===== src/rtl/opb_regbank_pkg.sv =====
// ============================================================================
// Module   : opb_regbank_pkg
// Purpose  : Shared constants, word-map helpers and handshake state type.
// Revision : 1.0
// ============================================================================
`default_nettype none

package opb_regbank_pkg;

    localparam int STATUS_UPD_LSB  = 0;
    localparam int STATUS_OVR_LSB  = 16;
    localparam int CTRL_FREEZE_BIT = 0;
    localparam int MAX_REGS        = 16;

    typedef enum logic [0:0] {
        IDLE = 1'b0,
        ACK  = 1'b1
    } opb_state_e;

    function automatic int STATUS_WORD(input int n);
        return n;
    endfunction

    function automatic int CTRL_WORD(input int n);
        return n + 1;
    endfunction

endpackage

`default_nettype wire


===== src/rtl/opb_regbank_decode.sv =====
// ============================================================================
// Module   : opb_regbank_decode
// Purpose  : OPB window decode, word index and single-cycle ack handshake.
// Revision : 1.0
// ============================================================================
`default_nettype none

module opb_regbank_decode
    import opb_regbank_pkg::*;
#(
    parameter logic [31:0] C_BASEADDR = 32'h0000_0000,
    parameter logic [31:0] C_HIGHADDR = 32'h0000_00FF
) (
    input  logic        clk,
    input  logic        rst,
    input  logic        i_select,
    input  logic        i_rnw,
    input  logic [31:0] i_abus,
    output logic        o_rd_stb,
    output logic        o_wr_stb,
    output logic [29:0] o_word,
    output logic        o_ack
);

    opb_state_e  state_q;
    opb_state_e  state_d;
    logic [32:0] w_off;
    logic [32:0] w_top;
    logic        w_hit;
    logic        unused_bits;

    // Borrow bits give the range check without constant-folding compares on a zero base.
    assign w_off  = {1'b0, i_abus} - {1'b0, C_BASEADDR};
    assign w_top  = {1'b0, C_HIGHADDR} - {1'b0, i_abus};
    assign w_hit  = i_select & ~w_off[32] & ~w_top[32];
    assign o_word = w_off[31:2];
    assign unused_bits = ^{w_off[1:0], w_top[31:0]};

    assign o_ack    = (state_q == ACK);
    assign o_rd_stb = (state_q == IDLE) & w_hit & i_rnw;
    assign o_wr_stb = (state_q == IDLE) & w_hit & ~i_rnw;

    always_comb begin
        state_d = state_q;
        case (state_q)
            IDLE:    if (w_hit && !o_ack) state_d = ACK;
            ACK:     state_d = IDLE;
            default: state_d = IDLE;
        endcase
    end

    always_ff @(posedge clk) begin
        if (rst) state_q <= IDLE;
        else     state_q <= state_d;
    end

endmodule

`default_nettype wire


===== src/rtl/opb_register_bank_simulink2ppc.sv =====
// ============================================================================
// Module   : opb_register_bank_simulink2ppc
// Purpose  : NUM_REGS user capture registers with sticky status and freeze,
//            read over OPB. Optional: OPB_REGBANK_COHERENT_SNAP_EN.
// Revision : 1.0
// ============================================================================
`default_nettype none

module opb_register_bank_simulink2ppc
    import opb_regbank_pkg::*;
#(
    parameter logic [31:0] C_BASEADDR   = 32'h0000_0000,
    parameter logic [31:0] C_HIGHADDR   = 32'h0000_00FF,
    parameter int          C_OPB_AWIDTH = 32,
    parameter int          C_OPB_DWIDTH = 32,
    parameter              C_FAMILY     = "virtex5",
    parameter int          NUM_REGS     = 4,
    parameter int          DATA_WIDTH   = 32
) (
    input  logic                           OPB_Clk,
    input  logic                           OPB_Rst,
    output logic [0:31]                    Sl_DBus,
    output logic                           Sl_errAck,
    output logic                           Sl_retry,
    output logic                           Sl_toutSup,
    output logic                           Sl_xferAck,
    input  logic [0:31]                    OPB_ABus,
    input  logic [0:3]                     OPB_BE,
    input  logic [0:31]                    OPB_DBus,
    input  logic                           OPB_RNW,
    input  logic                           OPB_select,
    input  logic                           OPB_seqAddr,
    input  logic [NUM_REGS*DATA_WIDTH-1:0] user_data_in,
    input  logic [NUM_REGS-1:0]            user_valid,
    output logic                           user_frozen
);

    logic                  dec_rd_stb;
    logic                  dec_wr_stb;
    logic                  dec_ack;
    logic [29:0]           dec_word;

    logic [DATA_WIDTH-1:0] regs_q [NUM_REGS];
    logic [DATA_WIDTH-1:0] regs_d [NUM_REGS];
    logic [DATA_WIDTH-1:0] rd_src [NUM_REGS];
    logic [NUM_REGS-1:0]   upd_q, upd_d, ovr_q, ovr_d;
    logic [NUM_REGS-1:0]   cap, upd_kept;
    logic                  freeze_q, freeze_d;
    logic                  stat_rd_q, stat_rd_d;
    logic                  ctrl_wr_q, ctrl_wr_d;
    logic                  ctrl_wval_q, ctrl_wval_d;
    logic [31:0]           dbus_q, dbus_d, rdata;
    logic                  unused_ok;

    opb_regbank_decode #(
        .C_BASEADDR (C_BASEADDR),
        .C_HIGHADDR (C_HIGHADDR)
    ) u_decode (
        .clk      (OPB_Clk),
        .rst      (OPB_Rst),
        .i_select (OPB_select),
        .i_rnw    (OPB_RNW),
        .i_abus   (OPB_ABus),
        .o_rd_stb (dec_rd_stb),
        .o_wr_stb (dec_wr_stb),
        .o_word   (dec_word),
        .o_ack    (dec_ack)
    );

`ifdef OPB_REGBANK_COHERENT_SNAP_EN
    logic [DATA_WIDTH-1:0] shadow_q [NUM_REGS];
    logic [DATA_WIDTH-1:0] shadow_d [NUM_REGS];

    always_comb begin
        shadow_d = shadow_q;
        if (dec_rd_stb && dec_word == 30'd0) shadow_d = regs_q;
        rd_src    = shadow_q;
        rd_src[0] = regs_q[0];
    end

    always_ff @(posedge OPB_Clk) begin
        for (int k = 0; k < NUM_REGS; k++) begin
            if (OPB_Rst) shadow_q[k] <= '0;
            else         shadow_q[k] <= shadow_d[k];
        end
    end
`else
    always_comb rd_src = regs_q;
`endif

    always_comb begin
        rdata = '0;
        for (int k = 0; k < NUM_REGS; k++) begin
            if (dec_word == 30'(k)) rdata = 32'(rd_src[k]);
        end
        if (dec_word == 30'(STATUS_WORD(NUM_REGS))) begin
            rdata[STATUS_UPD_LSB +: NUM_REGS] = upd_q;
            rdata[STATUS_OVR_LSB +: NUM_REGS] = ovr_q;
        end
        if (dec_word == 30'(CTRL_WORD(NUM_REGS))) rdata[CTRL_FREEZE_BIT] = freeze_q;
    end

    always_comb begin
        regs_d = regs_q;
        cap    = user_valid & {NUM_REGS{~freeze_q}};
        for (int k = 0; k < NUM_REGS; k++) begin
            if (cap[k]) regs_d[k] = user_data_in[k*DATA_WIDTH +: DATA_WIDTH];
        end
        // Clear is applied before capture so a same-cycle capture survives without flagging overrun.
        upd_kept = upd_q & ~{NUM_REGS{dec_ack & stat_rd_q}};
        upd_d    = upd_kept | cap;
        ovr_d    = (ovr_q & ~{NUM_REGS{dec_ack & stat_rd_q}}) | (cap & upd_kept);

        freeze_d = freeze_q;
        if (dec_ack && ctrl_wr_q) freeze_d = ctrl_wval_q;

        stat_rd_d   = dec_rd_stb & (dec_word == 30'(STATUS_WORD(NUM_REGS)));
        ctrl_wr_d   = dec_wr_stb & (dec_word == 30'(CTRL_WORD(NUM_REGS))) & OPB_BE[3];
        ctrl_wval_d = OPB_DBus[31];
        dbus_d      = dec_rd_stb ? rdata : 32'd0;
    end

    always_ff @(posedge OPB_Clk) begin
        if (OPB_Rst) begin
            for (int k = 0; k < NUM_REGS; k++) regs_q[k] <= '0;
            upd_q       <= '0;
            ovr_q       <= '0;
            freeze_q    <= 1'b0;
            stat_rd_q   <= 1'b0;
            ctrl_wr_q   <= 1'b0;
            ctrl_wval_q <= 1'b0;
            dbus_q      <= '0;
        end else begin
            for (int k = 0; k < NUM_REGS; k++) regs_q[k] <= regs_d[k];
            upd_q       <= upd_d;
            ovr_q       <= ovr_d;
            freeze_q    <= freeze_d;
            stat_rd_q   <= stat_rd_d;
            ctrl_wr_q   <= ctrl_wr_d;
            ctrl_wval_q <= ctrl_wval_d;
            dbus_q      <= dbus_d;
        end
    end

    assign Sl_DBus     = dbus_q;
    assign Sl_xferAck  = dec_ack;
    assign Sl_errAck   = 1'b0;
    assign Sl_retry    = 1'b0;
    assign Sl_toutSup  = 1'b0;
    assign user_frozen = freeze_q;

    assign unused_ok = ^{OPB_seqAddr, OPB_DBus[0:30], OPB_BE[0:2],
                         C_FAMILY[0], C_OPB_AWIDTH[0], C_OPB_DWIDTH[0]};

endmodule

`default_nettype wire


===== config.mk =====
export PLATFORM = sky130hd
export DESIGN_NAME = opb_register_bank_simulink2ppc
export DESIGN_NICKNAME = d
export VERILOG_FILES = /design/src/rtl/opb_regbank_pkg.sv /design/src/rtl/opb_regbank_decode.sv /design/src/rtl/opb_register_bank_simulink2ppc.sv
export SDC_FILE = /design/constraint.sdc
export NUM_CORES = 1
export LEC_CHECK = 0
export ABC_CLOCK_PERIOD_IN_PS = 5900
export BUFFER_PORTS_ARGS = -buffer_cell sky130_fd_sc_hd__buf_2
export CORE_ASPECT_RATIO = 0.7
export CORE_UTILIZATION = 25
export CTS_BUF_LIST = sky130_fd_sc_hd__clkbuf_8
export DETAILED_ROUTE_END_ITERATION = 10
export PLACE_DENSITY_LB_ADDON = 0.3
export SYNTH_ARGS = -nofsm -noshare
export SYNTH_HDL_FRONTEND = slang
export SYNTH_HIERARCHICAL = 1
export SYNTH_SLANG_ARGS = --single-unit

===== constraint.sdc =====
create_clock -name OPB_Clk -period 5.9 [get_ports OPB_Clk]
set_input_delay 1.77 -clock OPB_Clk [delete_from_list [all_inputs] [get_ports OPB_Clk]]
set_output_delay 1.77 -clock OPB_Clk [all_outputs]
set_load 0.01 [all_outputs]

# [Word level (Yosys, flattened, before mapping)]
# Cells that the tools add are included.
[totals] register_bits=173 inputBits=205 output_inout_bits=37 wordCells=52
[op_classes] add_sub_neg=1 eq_ne=5 muxes=9 bitwise=20 reduce_logical=5
[op_table] operator="$mux W32" count=4
[op_table] operator="$eq A30 B2 Y1 const B" count=2
[op_table] operator="$eq A30 B3 Y1 const B" count=2
[op_table] operator="$sub A8 B32 Y33 const A" count=1
[op_table] operator="$eq A30 B1 Y1 const B" count=1
[op_table] operator="$logic_not A30 Y1" count=1
[op_table] operator="$and A4 B4 Y4" count=4
[op_table] operator="$and A1 B1 Y1" count=8
[op_table] operator="$mux W4" count=2
[op_table] operator="$or A4 B4 Y4" count=2
[op_table] operator="$not A1 Y1" count=5
[op_table] operator="$not A4 Y4" count=1
[op_table] operator="$logic_and A1 B1 Y1" count=2
[op_table] operator="$mux W1" count=2
[op_table] operator="$pmux W1 S2" count=1
[op_table] operator="$reduce_or A2 Y1" count=1
[op_table] operator="$logic_not A1 Y1" count=1

# [Logic depth before layout (Yosys ltp)]
[logic_depth] depth_word=7 mapped_depth=7 depth_no_buf=6

# [Hierarchy]
# Netlist, hierarchy kept.
[modules_own_cells] mod="opb_register_bank_simulink2ppc" instances=1 cells_each=761 area_per_inst_um2=6936.7 seq_area_each_um2=3443.3
[modules_own_cells] mod="opb_regbank_decode" instances=1 cells_each=44 area_per_inst_um2=326.6 seq_area_each_um2=20.0

# [Worst setup path before layout]
# No wires, ideal clock.
[synth_path] kind="input port to flip-flop" from="in OPB_ABus[16] (netlist name)" to="reg dbus_q[21] (netlist: Sl_DBus[10])" setup_time_ns=0.073 arrival_ns=3.278 t_required_ns=5.827 slack_ns=2.550 cell_stages=6 path_buffers=1 cell_sequence="or4_4 -> nor4_1 -> nor2b_1 -> nand4_1 -> buf_2 -> nor3b_2"
[synth_between] elab_chain_cells=7 word_cells_on_any_way=15 cone_classes="add/sub (1); eq/ne (3); mux (4); bitwise (5); reduce/logical (2)"
[synth_lines] item="from (decl)" line="opb_register_bank_simulink2ppc.sv:27" rtl="input logic [0:31] OPB_ABus,"
[synth_lines] item="$sub A8 B32 Y33" line="opb_regbank_decode.sv:34" rtl="assign w_top = {1'b0, C_HIGHADDR} - {1'b0, i_abus};"
[synth_lines] item="$not A1 Y1" line="opb_regbank_decode.sv:35" rtl="assign w_hit = i_select & ~w_off[32] & ~w_top[32];"
[synth_lines] item="$and A1 B1 Y1" line="opb_regbank_decode.sv:35"
[synth_lines] item="$and A1 B1 Y1 (2 in a row)" line="opb_regbank_decode.sv:40" rtl="assign o_rd_stb = (state_q == IDLE) & w_hit & i_rnw;"
[synth_lines] item="named net dec_rd_stb" line="opb_register_bank_simulink2ppc.sv:38" rtl="logic dec_rd_stb;"
[synth_lines] item="$not A1 Y1 (no source line)"
[synth_lines] item="$reduce_or A2 Y1 (no source line)"
[synth_lines] item="to (signal assigned)" line="opb_register_bank_simulink2ppc.sv:141" rtl="dbus_q <= dbus_d;"
[synth_lines] item="to (decl)" line="opb_register_bank_simulink2ppc.sv:52" rtl="logic [31:0] dbus_q, dbus_d, rdata;"
# The timed path passes the listed nets, and every way through them passes these cells.
# A chain may end at the register's enable or synchronous reset.

# [Worst setup path after layout]
[layout_path] from="in OPB_ABus[28] (netlist name)" to="reg dbus_q[16] (netlist: Sl_DBus[15])"
[layout_between] elab_chain_cells=7 word_cells_on_any_way=17 cone_classes="add/sub (1); eq/ne (4); mux (5); bitwise (5); reduce/logical (2)"
[layout_lines] item="$sub A8 B32 Y33" line="opb_regbank_decode.sv:34"
[layout_lines] item="$not A1 Y1" line="opb_regbank_decode.sv:35"
[layout_lines] item="$and A1 B1 Y1" line="opb_regbank_decode.sv:35"
[layout_lines] item="$and A1 B1 Y1 (2 in a row)" line="opb_regbank_decode.sv:40"
[layout_lines] item="$not A1 Y1 (no source line)"
[layout_lines] item="$reduce_or A2 Y1 (no source line)"
# Several ways; a longest one is shown, not always the timed one.

==> impl_metrics.yaml <==
die:
  row_count: 51
  io_pins: 242
  core_area_mm2: 0.0282
  die_y_um: 145
  initial_core_util: 0.258
  dieArea_mm2: 0.0297
  fp.dieW_um: 206
timing:
  finalHoldViolCount: 0
  tns_ns: 0
  setup_ws_ns: 2.30
  worst_pin_slew_ns: 1.16
  max_freq_mhz: 278
  slew_headroom: 0.223
  finalCritPeriodShare: 0.610
  skew_ns: 0.0118
  hold_ws_ns: 0.456
  post-route-min-period_ns: 3.60
  rsz0062_at_grt: "no"
  setup_viol: 0
  final_max_slew_viol_count: 0
route:
  antenna_left: 0
  firstDrtPassIters: 4
  routedWlPerCell_um: 18.2
  drt_wl_total_um: 24100
  drt_iter0_markers: 318
  drc_errors: 0
  via_per_inst: 4.58
  vias: 6070
synth:
  synth_top_area_cell: "dfxtp_1"
  synthDistinctLibCells: 30
  synth_area_mm2: 0.00726
  synthCells: 805
  ys_warn_count: 6
  yosys-top-cells-area: "dfxtp_1 (48%), nand2_1 (14%), a21oi_1 (9.2%)"
  ys_ff_latch: 173
  netlist.area_leader.share: 0.477
  synth.avg_cell_area_um2: 9.02
  synth-seq-area-share: 0.477
worst_setup_path:
  r2r_start: "user_frozen"
  startpoint: "OPB_ABus[28]"
  worst-path-max-fanout: 29
  worstSetupPathType: "in2reg"
  cpMaxStageDelayCell: "buf_2"
  path_cells: "buf_2 -> buf_4 -> mux2_2 -> a22oi_1 -> a211oi_1"
  cp_slowest_stage_delay_ns: 0.67
  cp-start-kind: "primary input"
  r2r-end: "rd_src[16]"
  arrival_ns: 3.92
  rr_worst_depth: 3
  r2r_slack_ns: 3.76
  cp_data_required_time_ns: 6.22
  worstSetupEndpointType: "register"
clock_tree:
  h-tree-depth: 4
  cts_buffers: 17
  clockBufferDepth: 2
  post_cts_resized: 0
  cts-root-buf: "clkbuf_8"
  cts_tree: "yes"
  clk_pin_slew_ns: 0.09
  clkSinkCount: 173
  insertion_delay_ns: 0.46
  cts_setup_buffers: 0
  hold_buffers: 0
place:
  placed_cell_area_mm2: 0.00829
  globalplace.congestion: 0.758
  dp_cells: 1290
  preCtsSetupSlack_ns: 1.79
  hpwl_um: 14900
  numPortBuffers: 201
power_and_ir_drop:
  pwr-share-seq: 0.508
  switchingPower_mw: 0.625
  p_sw_frac: 0.255
  peakVddDrop_mv: 0.125
  p_int_mw: 1.83
  power_leakage_nw: 3.60
  power.density_mw_per_mm2: 281
  clock_power_share: 0.388
  share_comb_of_total_power: 0.104
grt:
  grt-ovfl-total: 0
  grt_pass1_wl_um: 35000
  antenna_found_initial: 7
  grt_util_all_layers: 0.163
  grt_max_degree: 99
  grt_pass1_vias: 5806
run:
  drv_cap: 0
min_path:
  hold_class: "reg2reg"
  hold_depth: 2
  min_from: "rd_src[78]"
  hold_end: "rd_src[78]"
final_layout:
  final_common_cell: "nand2_1"
  area_growth_pct: 20.3
  instances_no_fill: 1324
  final_area_mm2: 0.00874
  fin_nets: 1143
  drive_gt1_frac: 0.309
  layout_common_cells: "nand2_1 (265), buf_2 (200), dfxtp_1 (173)"
outcome:
  status: "completed"
[area by class of cell]
class                   instances  area, µm²
well taps                     371        464
repair buffers                207       1050
inverters                       2       7.51
diodes                          2       5.00
fillers                      3083      19500
flip-flops and latches        173       3460
clock inverters                12        170
clock buffers                  20        275
multi-input cells             537       3300
[cells by family (layout without fill, tap and decap cells)]
kind of cell / after synthesis / count (layout) / synth area share
other: 1 / 5 / 0.000516
multiplexers: 40 / 40 / 0.109
AO/OA/AOI/OAI: 154 / 154 / 0.112
buffers and inverters: 97 / 241 / 0.0755
AND/OR/NAND/NOR: 340 / 340 / 0.227
flip-flops: 173 / 173 / 0.477
[routing by layer]
metal  routed length (µm)  GRT usage  vias to the layer above
li1                     -          -                     2969
met1                11200      0.218                     2898
met2                10800      0.258                      174
met3                 1810     0.0482                       19
met4                  165     0.0351                       10
met5                   70          0                        -
[stage by stage]
stage	utilization	total power, mW
3_3_place_gp	0.294	1.53
6_report	0.310	2.45
4_1_cts	0.310	2.49
3_5_place_dp	0.294	1.53
5_1_grt	0.310	2.57
2_1_floorplan	-	1.43
[critical path, delay by kind of cell]
kind	cells	cell delay, ns
AO/OA/AOI/OAI	2	0.61
multiplexers	1	0.38
buffers and inverters	2	1.14
[Yosys cell counts (all sizes together)]
| library cell | instances |
|---|---|
| nor4b | 3 |
| nand3b | 7 |
| or4 | 1 |
| nand3 | 1 |
| o21ai | 4 |
| mux4 | 25 |
| mux2 | 15 |
| nand4 | 5 |
| nor3b | 23 |
| a22oi | 7 |
| conb | 1 |
| clkbuf | 29 |
| a21o | 1 |
| nand2 | 265 |
| inv | 2 |
| nor2b | 9 |
| nor4 | 15 |
| dfxtp | 173 |
| buf | 66 |
| a21oi | 134 |
| nor2 | 6 |
| a211oi | 8 |
| nand2b | 5 |
[state kept, by name (all words and copies together) (netlist names)]
signal,cells
ovr_q,4
u_decode/o_ack,1
upd_q,4
ctrl_wr_q,1
rd_src,128
Sl_DBus,32
ctrl_wval_q,1
stat_rd_q,1
user_frozen,1
[worst max path at each step]
stage,end,cells past startpoint
2_1_floorplan,Sl_DBus[10],6
3_3_place_gp,Sl_DBus[14],5
3_5_place_dp,Sl_DBus[14],5
4_1_cts,Sl_DBus[14],5
5_1_grt,Sl_DBus[14],5
6_report,Sl_DBus[15],5
[power by group through the flow]
stage | sequential (mW) | clock [mW] | combinational [mW]
6_report | 1.25 | 0.951 | 0.255
5_1_grt | 1.25 | 1.04 | 0.282
2_1_floorplan | 1.27 | 0 | 0.168
3_3_place_gp | 1.27 | 0 | 0.258
3_5_place_dp | 1.27 | 0 | 0.259
4_1_cts | 1.25 | 0.988 | 0.260
Note: power is estimated with default switching activity, not from simulation.
